## config.mk

```make
export PLATFORM = sky130hd
export DESIGN_NAME = down_counter_reload
export DESIGN_NICKNAME = d
export VERILOG_FILES = /design/src/rtl/down_counter_reload.sv
export SDC_FILE = /design/constraint.sdc
export NUM_CORES = 1
export LEC_CHECK = 0
export BUFFER_PORTS_ARGS = -buffer_cell sky130_fd_sc_hd__clkbuf_2
export CAP_MARGIN = 25
export CORE_AREA = 10 10 47 49
export DETAILED_ROUTE_END_ITERATION = 8
export DIE_AREA = 0 0 57 59
export PLACE_DENSITY = 0.71
export SLEW_MARGIN = 20
export SYNTH_ARGS = -nofsm -noshare
export SYNTH_HDL_FRONTEND = slang
export SYNTH_SLANG_ARGS = --single-unit
```

## constraint.sdc

```tcl
create_clock -name clk -period 3.2 [get_ports clk]
set_input_delay 0.48 -clock clk [delete_from_list [all_inputs] [get_ports clk]]
set_output_delay 0.48 -clock clk [all_outputs]
set_load 0.01 [all_outputs]
```

## src/rtl/down_counter_reload.sv

```systemverilog
// Loadable WIDTH-bit down-counter with terminal-count pulse and optional auto-reload.
// Interval/timeout timer: signals "N enabled cycles elapsed" via tc_pulse.
module down_counter_reload #(
  parameter int WIDTH = 4
) (
  input  logic             clk,
  input  logic             rst,
  input  logic             load,
  input  logic [WIDTH-1:0] load_val,
  input  logic             en,
  input  logic             auto_reload,
  output logic [WIDTH-1:0] cnt,
  output logic             zero,
  output logic             tc_pulse,
  output logic             busy
);

  typedef enum logic {
    IDLE = 1'b0,
    RUN  = 1'b1
  } state_t;

  localparam logic [WIDTH-1:0] CNT_ONE  = {{(WIDTH-1){1'b0}}, 1'b1};
  localparam logic [WIDTH-1:0] CNT_ZERO = {WIDTH{1'b0}};

  state_t           state_q, state_d;
  logic [WIDTH-1:0] cnt_q, cnt_d;
  logic [WIDTH-1:0] rld_q, rld_d;
  logic             tc_q, tc_d;

  // Next-state: load beats counting; reaching 1 is the terminal cycle.
  always_comb begin
    state_d = state_q;
    cnt_d   = cnt_q;
    rld_d   = rld_q;
    tc_d    = 1'b0;
    if (load) begin
      cnt_d = load_val;
      rld_d = load_val;
      if (load_val != CNT_ZERO) begin
        state_d = RUN;
      end else begin
        state_d = IDLE;
      end
    end else begin
      case (state_q)
        IDLE: begin
          state_d = IDLE;
        end
        RUN: begin
          if (en) begin
            if (cnt_q == CNT_ONE) begin
              tc_d = 1'b1;
              if (auto_reload) begin
                cnt_d = rld_q;
              end else begin
                cnt_d   = CNT_ZERO;
                state_d = IDLE;
              end
            end else begin
              cnt_d = cnt_q - CNT_ONE;
            end
          end else begin
            cnt_d = cnt_q;
          end
        end
        default: begin
          state_d = IDLE;
          cnt_d   = CNT_ZERO;
        end
      endcase
    end
  end

  // State, count, reload and pulse registers with synchronous reset.
  always_ff @(posedge clk) begin
    if (rst) begin
      state_q <= IDLE;
      cnt_q   <= CNT_ZERO;
      rld_q   <= CNT_ZERO;
      tc_q    <= 1'b0;
    end else begin
      state_q <= state_d;
      cnt_q   <= cnt_d;
      rld_q   <= rld_d;
      tc_q    <= tc_d;
    end
  end

  assign cnt      = cnt_q;
  assign zero     = (cnt_q == CNT_ZERO);
  assign tc_pulse = tc_q;
  assign busy     = (state_q == RUN);

endmodule

```

==> flow_metrics.env <==
export IMPL_status="finished, final reports clean"
export IMPL_predominant_post_synthesis_flop_cell="dfxtp_1"
export IMPL_synthCells=64
export IMPL_switching_share_pct=28.8
export IMPL_cellPowerDensity_mw_per_mm2=476
export IMPL_antenna_cells_inserted=0
export IMPL_placementRows=14
export IMPL_cts_tree="built"
export IMPL_path_clk_slew_ps=70
export IMPL_nNetsFinal=94
export IMPL_vias_per_cell=5.53
export IMPL_cts_inserted_buffers=3
export IMPL_clock_skew_ps=0.440
export IMPL_final_hold_violating_endpoints=0
export IMPL_ys_warnings_count=0
export IMPL_wl_per_cell_um=13.5
export IMPL_vias=536
export IMPL_core_area_mm2=0.00140
export IMPL_drt_pass1_iterations=4
export IMPL_synth_to_layout_area_growth_pct=18.6
export IMPL_holdBufCountCts=0
export IMPL_die_width_um=57
export IMPL_placedInstanceArea_um2=643
export IMPL_cts_repair_resized=0
export IMPL_design_internal_power_uw=230
export IMPL_synth_edf_count=0
export IMPL_initialDrtViolationCount=23
export IMPL_p_seq_share_pct=44.4
export IMPL_cell_area_after_synthesis_um2=573
export IMPL_grt_pass1_wl_um=2190
export IMPL_layout_worst_path_cycle_share_pct=54.0
export IMPL_clockRootBuffer="clkbuf_4"
export IMPL_drc=0
export IMPL_number_of_antenna_violations_at_the_first_check_in_global_routing=0
export IMPL_layout_drive_gt1_share_pct=29.6
export IMPL_grt_usage_pct=8.07
export IMPL_reg2reg_from="cnt[0]"
export IMPL_wl_um=1310
export IMPL_grt_start_max_net_pins=17
export IMPL_insertion_delay_ps=280
export IMPL_crit_buf_inv=2
export IMPL_critical_path_top_delay_family="flip-flops"
export IMPL_die_area_mm2=0.00336
export IMPL_synth_net_count=76
export IMPL_power_net_switching_uw=93.1
export IMPL_first_global_vias=505
export IMPL_cp_endpoint_kind="primary output"
export IMPL_hold_path_class="input port to flip-flop"
export IMPL_cts_root_to_sink_buffers=2
export IMPL_io_buffer_count=15
export IMPL_max_slew_margin_pct=76.5
export IMPL_syn_mean_instance_area_um2=8.95
export IMPL_finalSetupViolations=0
export IMPL_worst_ir_drop_on_vdd_uv=206
export IMPL_report_final_slew_viol_count=0
export IMPL_stdcell_area_um2=679
export IMPL_combinationalPowerShare_pct=19.1
export IMPL_layout_commonest_cell="clkbuf_2"
export IMPL_path_class="flip-flop to primary output"
export IMPL_antenna_left=0
export IMPL_synth_ff_latch_count=10
export IMPL_ctsHtreeMaxLevel=1
export IMPL_critPathRequiredTime_ps=2720
export IMPL_final_fill_count=143
export IMPL_tightestPinTransition_ps=352
export IMPL_critical_path_max_stage_delay_ps=420
export IMPL_clkSinkCount=10
export IMPL_setup_tns_ps=0
export IMPL_rsz0062_at_grt="no"
export IMPL_dp_hpwl_um=979
export IMPL_max_cap_violations=0
export IMPL_worstPathMaxFanout=6
export IMPL_achievable_frequency_mhz=579
export IMPL_startpoint="cnt[0]"
export IMPL_start_kind="flip-flop"
export IMPL_slowest_stage="dfxtp_1"
export IMPL_die_y_um=59
export IMPL_critical_path_at_ps=1250
export IMPL_seq_area_frac_synth_pct=34.9
export IMPL_netlist_cell_type_count=28
export IMPL_floorplan_io_pins=16
export IMPL_clockPowerShare_pct=36.5
export IMPL_min_period_ps=1730
export IMPL_overflow_left_after_global_routing=0
export IMPL_hold_start="load_val[2]"
export IMPL_post_cts_setup_buffer_count=0
export IMPL_cellLeakagePower_nw=0.297
export IMPL_path_cells="inv_1 -> ha_1 -> nor3b_1 -> clkbuf_2"
export IMPL_synthArstFlopShare_pct=0
export IMPL_initial_util_pct=40.9
export IMPL_gpl_final_weighted_congestion=0.802
export IMPL_final_cell_mix="15 x clkbuf_2, 10 x dfxtp_1, 6 x nor2_1, 6 x nand2_1"
[area by class of cell]
type	count	area (µm²)	share of cell area [%]
inverter	3	11.3	1.66
tap	16	20.0	2.95
clock buffer	4	36.3	5.34
multi-input combinational	49	337	49.5
sequential	10	200	29.5
timing repair buffer	15	75.1	11.0
[logic make-up (layout without fill, tap and decap cells)]
family,after synthesis,in the layout,synth area share (%)
mux,4,4,6.99
simple gates,29,29,30.4
buf+inv,5,22,6.33
fa+ha+maj,3,3,6.55
compound gates,13,13,14.8
flops,10,10,34.9
[power by group through the flow]
stage	combinational (mW)	clock, mW	sequential, mW
after global routing	0.0696	0.125	0.145
after CTS	0.0619	0.120	0.144
final	0.0616	0.118	0.144
after detailed placement	0.0614	0	0.147
after global placement	0.0609	0	0.146
after floorplan	0.0402	0	0.147
[per-layer routing]
layer  vias up  track usage, %  share of wire [%]  wire length (µm)
li1        265               -                  -                 -
met3         5            3.00                7.8               102
met2        22            10.7                 40               528
met5         -               0                  0                 0
met1       244            10.2                 49               641
met4         0            6.04                3.2                42
[sequential cells by signal (all words and copies together) (netlist names)]
| signal | cells |
|---|---|
| rld_q | 4 |
| busy | 1 |
| tc_pulse | 1 |
| cnt | 4 |
[tightest hold or removal path: stages]
cell and delay, ps:
clkbuf_2 80, mux2i_1 60, nor2_1 70
[final timing paths]
path	end	cells after the start	slack (ps)
max	zero	4	1470
min	rld_q[2]	3	450
max reg2reg	cnt[1]	5	1640
min reg2reg	rld_q[1]	2	480
[cell usage after synthesis (all sizes together) (2+ instances only)]
cell	count	area (µm²)
a21oi	4	20.0
dfxtp	10	200
ha	3	37.5
inv	3	11.3
mux2i	4	40.0
nand2	6	22.5
nand2b	3	18.8
nor2	6	22.5
nor3	5	35.0
nor3b	2	26.3
o21ai	3	15.0
[per-stage QoR]
| step | instances | util, % | power (mW) | setup slack (ps) | hold WS, ps |
|---|---|---|---|---|---|
| after CTS | 97 | 48.5 | 0.325 | 1460 | 448 |
| final | 97 | 48.5 | 0.323 | 1470 | 446 |
| after global routing | 97 | 48.5 | 0.340 | 1400 | 499 |
| after global placement | 93 | 45.9 | 0.207 | 1760 | 462 |
| after floorplan | 64 | - | 0.187 | 1790 | 447 |
| after detailed placement | 93 | 45.9 | 0.208 | 1670 | 465 |
(Power assumes the default switching activity.)
